$ cat src/rtl/io_timer.sv
// io_timer -- memory-mapped 16-bit down-counting timer and interrupt source.
//
// Sits on the even/odd split I/O bus inside iosystem. An 8-byte register
// window at BASEADDR holds:
//   +0 CTRL      b0 EN, b1 PERIODIC, b2 IE, b3 LOAD (write-1 strobe, reads 0)
//   +1 STATUS    b0 EXP, write 1 to clear
//   +2 RELOAD_LO +3 RELOAD_HI
//   +4 COUNT_LO  +5 COUNT_HI (read-only, LO read latches HI)
//   +6 PRESCALE
//   +7 COMPARE   (only with IO_TIMER_PWM_EN defined, otherwise reads 0)
//
// Optional feature macro: IO_TIMER_PWM_EN (adds COMPARE and a PWM output).
//
// Ports:
//   clk                    system clock, all state on posedge
//   reset                  asynchronous, active-low
//   read_addr_even/odd     word addresses of the read lanes
//   read_data_even/odd     registered read data (latency 1)
//   write_addr_even/odd    word addresses of the write lanes
//   write_data_even/odd    write data
//   write_en_even/odd      write strobes
//   interrupt              level interrupt, EXP & IE, from a flop
//   pwm_out                PWM output (tied 0 without IO_TIMER_PWM_EN)
module io_timer #(
  parameter logic [15:0] BASEADDR       = 16'h0010,
  parameter logic [7:0]  PRESCALE_RESET = 8'h00
) (
  input  logic        clk,
  input  logic        reset,
  input  logic [14:0] read_addr_even,
  input  logic [14:0] read_addr_odd,
  output logic [7:0]  read_data_even,
  output logic [7:0]  read_data_odd,
  input  logic [14:0] write_addr_even,
  input  logic [14:0] write_addr_odd,
  input  logic [7:0]  write_data_even,
  input  logic [7:0]  write_data_odd,
  input  logic        write_en_even,
  input  logic        write_en_odd,
  output logic        interrupt,
  output logic        pwm_out
);

  localparam int DATA_W = 8;

  // Architectural state
  logic              en;
  logic              periodic;
  logic              ie;
  logic              exp_flag;
  logic [15:0]       reload;
  logic [15:0]       count;
  logic [DATA_W-1:0] prescale;
  logic [DATA_W-1:0] presc_cnt;
  logic [DATA_W-1:0] hi_latch;
`ifdef IO_TIMER_PWM_EN
  logic [DATA_W-1:0] compare;
`endif

  function automatic logic in_window(input logic [15:0] ba);
    return ba[15:3] == BASEADDR[15:3];
  endfunction

  // Read multiplexer over the pre-edge register state. live_hi selects the
  // live count high byte when the other lane reads COUNT_LO this cycle.
  function automatic logic [DATA_W-1:0] reg_read(input logic [15:0] ba,
                                                 input logic        live_hi);
    logic [DATA_W-1:0] v;
    v = '0;
    if (in_window(ba)) begin
      case (ba[2:0])
        3'd0: v = {5'b0, ie, periodic, en};
        3'd1: v = {7'b0, exp_flag};
        3'd2: v = reload[7:0];
        3'd3: v = reload[15:8];
        3'd4: v = count[7:0];
        3'd5: v = live_hi ? count[15:8] : hi_latch;
        3'd6: v = prescale;
`ifdef IO_TIMER_PWM_EN
        3'd7: v = compare;
`endif
        default: v = '0;
      endcase
    end
    return v;
  endfunction

  // Address decode: the even lane always lands on even offsets and the odd
  // lane on odd offsets, so the two lanes never collide.
  logic [15:0] rd_ba_even, rd_ba_odd, wr_ba_even, wr_ba_odd;
  assign rd_ba_even = {read_addr_even, 1'b0};
  assign rd_ba_odd  = {read_addr_odd, 1'b1};
  assign wr_ba_even = {write_addr_even, 1'b0};
  assign wr_ba_odd  = {write_addr_odd, 1'b1};

  logic rd_lo_even, rd_lo_odd;
  assign rd_lo_even = in_window(rd_ba_even) && (rd_ba_even[2:0] == 3'd4);
  assign rd_lo_odd  = in_window(rd_ba_odd)  && (rd_ba_odd[2:0]  == 3'd4);

  // One-hot per-offset write select; data comes from the lane matching the
  // offset parity.
  logic [7:0] wr_sel;
  always_comb begin
    wr_sel = '0;
    if (write_en_even && in_window(wr_ba_even)) wr_sel[wr_ba_even[2:0]] = 1'b1;
    if (write_en_odd  && in_window(wr_ba_odd))  wr_sel[wr_ba_odd[2:0]]  = 1'b1;
  end

  logic              ctrl_wr, load, en_rise, status_clr, tick, expire;
  logic [15:0]       reload_d;
  logic [DATA_W-1:0] prescale_d;

  assign ctrl_wr    = wr_sel[0];
  assign load       = ctrl_wr & write_data_even[3];
  assign en_rise    = ctrl_wr & write_data_even[0] & ~en;
  assign status_clr = wr_sel[1] & write_data_odd[0];
  assign tick       = en & (presc_cnt == prescale);
  // LOAD pre-empts a coincident tick, so it also suppresses expiry.
  assign expire     = tick & (count == 16'd0) & ~load;

  assign reload_d   = {wr_sel[3] ? write_data_odd  : reload[15:8],
                       wr_sel[2] ? write_data_even : reload[7:0]};
  assign prescale_d = wr_sel[6] ? write_data_even : prescale;

  logic              en_d, periodic_d, ie_d, exp_d, int_d;
  logic [15:0]       count_d;
  logic [DATA_W-1:0] presc_d, hi_latch_d, rd_even_d, rd_odd_d;

  always_comb begin
    en_d       = ctrl_wr ? write_data_even[0] : en;
    periodic_d = ctrl_wr ? write_data_even[1] : periodic;
    ie_d       = ctrl_wr ? write_data_even[2] : ie;
    // A one-shot expiry stops the timer unless software rewrites CTRL in
    // the same cycle, in which case the written EN stands.
    if (expire && !periodic && !ctrl_wr) en_d = 1'b0;

    count_d = count;
    if (load) begin
      count_d = reload_d;
    end else if (tick) begin
      if (count != 16'd0)  count_d = count - 16'd1;
      else if (periodic)   count_d = reload_d;
    end

    presc_d = presc_cnt;
    if (load || en_rise || tick) presc_d = '0;
    else if (en)                 presc_d = presc_cnt + 8'd1;

    // Expiry beats a simultaneous software clear.
    exp_d = exp_flag;
    if (expire)          exp_d = 1'b1;
    else if (status_clr) exp_d = 1'b0;

    int_d = exp_d & ie_d;

    hi_latch_d = (rd_lo_even || rd_lo_odd) ? count[15:8] : hi_latch;
    rd_even_d  = reg_read(rd_ba_even, rd_lo_odd);
    rd_odd_d   = reg_read(rd_ba_odd,  rd_lo_even);
  end

  // Register stage: state, interrupt and read data all update together
  always_ff @(posedge clk or negedge reset) begin
    if (!reset) begin
      en             <= 1'b0;
      periodic       <= 1'b0;
      ie             <= 1'b0;
      exp_flag       <= 1'b0;
      reload         <= '0;
      count          <= '0;
      prescale       <= PRESCALE_RESET;
      presc_cnt      <= '0;
      hi_latch       <= '0;
      interrupt      <= 1'b0;
      read_data_even <= '0;
      read_data_odd  <= '0;
    end else begin
      en             <= en_d;
      periodic       <= periodic_d;
      ie             <= ie_d;
      exp_flag       <= exp_d;
      reload         <= reload_d;
      count          <= count_d;
      prescale       <= prescale_d;
      presc_cnt      <= presc_d;
      hi_latch       <= hi_latch_d;
      interrupt      <= int_d;
      read_data_even <= rd_even_d;
      read_data_odd  <= rd_odd_d;
    end
  end

`ifdef IO_TIMER_PWM_EN
  // PWM stage: compares the current count, so it trails count by one clock
  always_ff @(posedge clk or negedge reset) begin
    if (!reset) begin
      compare <= '0;
      pwm_out <= 1'b0;
    end else begin
      if (wr_sel[7]) compare <= write_data_odd;
      pwm_out <= en & (count[15:8] < compare);
    end
  end
`else
  assign pwm_out = 1'b0;
  logic unused_compare_wr;
  assign unused_compare_wr = wr_sel[7];
`endif

endmodule
$ cat config.mk
export PLATFORM = sky130hd
export DESIGN_NAME = io_timer
export DESIGN_NICKNAME = d
export VERILOG_FILES = /design/src/rtl/io_timer.sv
export SDC_FILE = /design/constraint.sdc
export NUM_CORES = 1
export LEC_CHECK = 0
export CORE_ASPECT_RATIO = 1.4
export CORE_MARGIN = 10
export CORE_UTILIZATION = 45
export CTS_CLUSTER_SIZE = 14
export DETAILED_ROUTE_END_ITERATION = 10
export GPL_TIMING_DRIVEN = 1
export PLACE_DENSITY = 0.77
export SETUP_SLACK_MARGIN = 0.1
export SLEW_MARGIN = 20
export SYNTH_ARGS = -nofsm -noshare
export SYNTH_HDL_FRONTEND = slang
export SYNTH_SLANG_ARGS = --single-unit
$ cat constraint.sdc
create_clock -name clk -period 2.1 [get_ports clk]
set_clock_uncertainty 0.05 [all_clocks]
set_input_delay 0.21 -clock clk [delete_from_list [all_inputs] [get_ports clk]]
set_output_delay 0.21 -clock clk [all_outputs]
set_load 0.05 [all_outputs]
==> results.md <==
- Status: complete, but fails checks
- Failing checks: setup timing
- Post-synth top flop: dfrtp_1
- Largest net degree at the start of global routing: 56
- R2R setup slack: -30 ps
- Total congestion overflow: 0
- Non-filler cells in the finished layout: 617
- Vias in the first global route: 3628
- CTS Root Cell: clkbuf_16
- Pint: 0.00317 W
- WP data arrival: 2300 ps
- Slew HR: 0.638
- Routed WL: 12200 um
- I/O pins: 98
- Slowest CP cell: dfrtp_1
- Final period util: 1.01
- Die Ht: 130 um
- Slew Limit Fails: 0
- Fmax: 0.469 GHz
- Commonest cells after routing, fill and taps aside: clkdlybuf4s50_1, dfrtp_1, mux2_2, buf_4, nand2_1
- Core ar.: 0.00856 sq mm
- CTS clk-pin slew, worst paths: 60 ps
- Mean area per synthesized cell: 10.7 sq um
- Fraction of registers with async set/reset: 1.00
- Post-synth EDFFs: 0
- Critical Path RT: 2270 ps
- Reg-to-reg startpoint: count[1]$_DFFE_PN0P_
- Setup total negative slack: -120 ps
- Sw power: 0.00139 W
- P&R area growth vs syn: 53.5%
- Slowest stage delay, CP: 410 ps
- Final Util: 0.703
- Starting DRT DRC Count: 198
- Seq pwr share: 0.387
- CTS tree: yes
- Gpl congestion: 0.832
- Setup ws final: -30.7 ps
- Setup violators final: 9
- CP Cell Sequence: inv_2 -> ha_4 -> nor4b_4 -> buf_4 -> nand3_4 -> nor4_4 -> o21ai_4 -> buf_12 -> a21oi_2 -> a21oi_1
- Combined area of all synthesized cells: 0.00392 sq mm
- Cell family with most CP delay: simple AND/OR/NAND/NOR gates
- Max-cap violations: 0
- CP Class: reg -> reg
- DIE AREA: 0.0129 sq mm
- H-tree depth: 3
- Final #Nets: 589
- CTS buffer count: 9
- Clock Latency Late Sink: 340 ps
- Detail Route Antenna Nets: 0
- Drt first pass iters: 5
- Clock Sinks: 77
- Syn Nets: 450
- Netlist cell types: 51
- Seq/Total Area, Yosys: 0.492
- Fin. Hold Viols: 0
- Cell leakage power: 2.63 nW
- Post-synth top area cell: dfrtp_1
- Filler Cell Count: 570
- VDD IR-drop max: 0.000643 V
- Pwr dens: 757 mW/mm^2
- Synth top area cells: dfrtp_1, mux2_2, a21oi_1
- Clock Tree Buf Depth: 2
- Commonest non-fill, non-tap cell in the layout: clkdlybuf4s50_1
- Synth top area share: 0.492
- Starting Density: 0.458
- Layout cells sized above 1: 0.313
- Critical Path Start Type: flop
- Mapped Cells: 367
- Syn. warnings: 0
- Worst-path fanout max: 22
- Chip width: 98.8 um
- Clock share of power: 0.370
- Actual slew at the worst max-slew pin: 539 ps
- Routed length per instance: 19.8 um
- Crit. End Element: flop
- RSZ-0062 raised after global routing: yes
- #FFs+latches synth: 77
- IO Port Bufs: 96
- Switching share of power: 0.305
- Hold Crit Class: in -> async
- Final instance area: 0.00601 sq mm
- Buf/Inv on CP: 3
- Routed via count: 3534
- Placed cell count: 582
- Hpwl dp: 8190 um
- Global Route Usage Sum: 0.165
- First-pass GRT wire length: 17400 um
- Initial antenna violation count: 1
- Crit path time final: 2130 ps
- Combinational share of power: 0.243
- DRC errors left: 0
- RR Endpoint: count[11]$_DFFE_PN0P_
- Area after DPL: 0.00522 sq mm
- DR vias/cell: 5.73
- Num rows: 40
- Reg2Reg Depth: 10
## Yosys cell counts (5+ instances only)
| cell | n |
|---|---|
| xor2_1 | 11 |
| nor3_1 | 10 |
| nand2_1 | 29 |
| nor4b_1 | 5 |
| clkbuf_1 | 6 |
| nor2_1 | 29 |
| inv_1 | 5 |
| o21ai_1 | 5 |
| nand4_1 | 9 |
| buf_2 | 5 |
| a21oi_1 | 33 |
| nand3_1 | 13 |
| mux2_2 | 37 |
| nand2b_1 | 5 |
| a22oi_1 | 6 |
| o21ai_0 | 18 |
| dfrtp_1 | 77 |
| nor4_1 | 7 |
## metrics by stage
stage                     hold slack [ps]  setup slack, ps  total power (W)
final                                 264            -30.7          0.00455
after global routing                  273             -186          0.00474
after CTS                             264             84.8          0.00425
after detailed placement             78.7             -295          0.00255
after global placement               67.9             -227          0.00252
after floorplan                      -136              108          0.00213
## cell families after synthesis
| kind of cell | Yosys count | synth area share |
|---|---|---|
| AOI/OAI and AO/OA | 71 | 0.102 |
| DFF | 77 | 0.492 |
| buffers and inverters | 20 | 0.0220 |
| adders and majority gates | 3 | 0.00959 |
| other | 1 | 0.000958 |
| and+or+nand+nor | 137 | 0.206 |
| xor gates and xnor gates | 15 | 0.0335 |
| muxes | 43 | 0.134 |
## area by class of cell
type,instances,area (sq um),area share
clock buffer,9,225,0.0375
multi-input combinational,270,2170,0.360
inverter,5,18.8,0.00312
clock inverter,7,97.6,0.0162
antenna,1,2.50,0.000416
tap,105,131,0.0218
timing repair buffer,143,1450,0.240
sequential,77,1930,0.320
## worst reg2reg max path, stage by stage, from the launching register on
cell	delay (ps)
dfrtp_1	410
inv_2	100
ha_4	130
nor4b_4	220
buf_4	180
nand3_4	80
nor4_4	320
o21ai_4	140
buf_12	190
a21oi_2	160
a21oi_1	50
## power by group through the flow
stage	clock network [W]	registers [W]	logic, W
after detailed placement	0	0.00173	0.000822
after global routing	0.00177	0.00177	0.00120
after CTS	0.00170	0.00170	0.000852
after global placement	0	0.00172	0.000798
after floorplan	0	0.00170	0.000429
final	0.00169	0.00176	0.00111
## sequential cells by signal, indices dropped and copies added, names as in the netlist
register and cells:
count 16, hi_latch 8, ie 1, read_data_even 8, exp_flag 1, periodic 1, prescale 8, reload 16
read_data_odd 8, interrupt 1, en 1, presc_cnt 8
## worst max path at each step
stage | startpoint | to | cells past startpoint
final | count[1]$_DFFE_PN0P_ | count[11]$_DFFE_PN0P_ | 10
after global routing | count[1]$_DFFE_PN0P_ | count[11]$_DFFE_PN0P_ | 10
after CTS | write_addr_even[5] | count[1]$_DFFE_PN0P_ | 8
after detailed placement | write_addr_even[5] | count[1]$_DFFE_PN0P_ | 8
after global placement | write_addr_even[6] | count[1]$_DFFE_PN0P_ | 8
after floorplan | count[0]$_DFFE_PN0P_ | count[10]$_DFFE_PN0P_ | 10
## timing repair
item                                    in CTS  in global routing
gates resized for setup                      5                 62
pin swaps                                    0                 21
hold endpoints to repair                    22                  0
hold buffers                                 1                  0
buffers inserted                             1                 12
endpoints found under the setup margin      12                 27
cloned                                       0                  4
## routing by layer
metal	GRT usage	share of wire	vias up
li1	-	-	1609
met1	0.171	0.35	1781
met2	0.310	0.58	118
met4	0.0566	0.019	0
met3	0.0457	0.045	26
met5	0	0	-
Note: power is estimated with default switching activity, not from simulation.
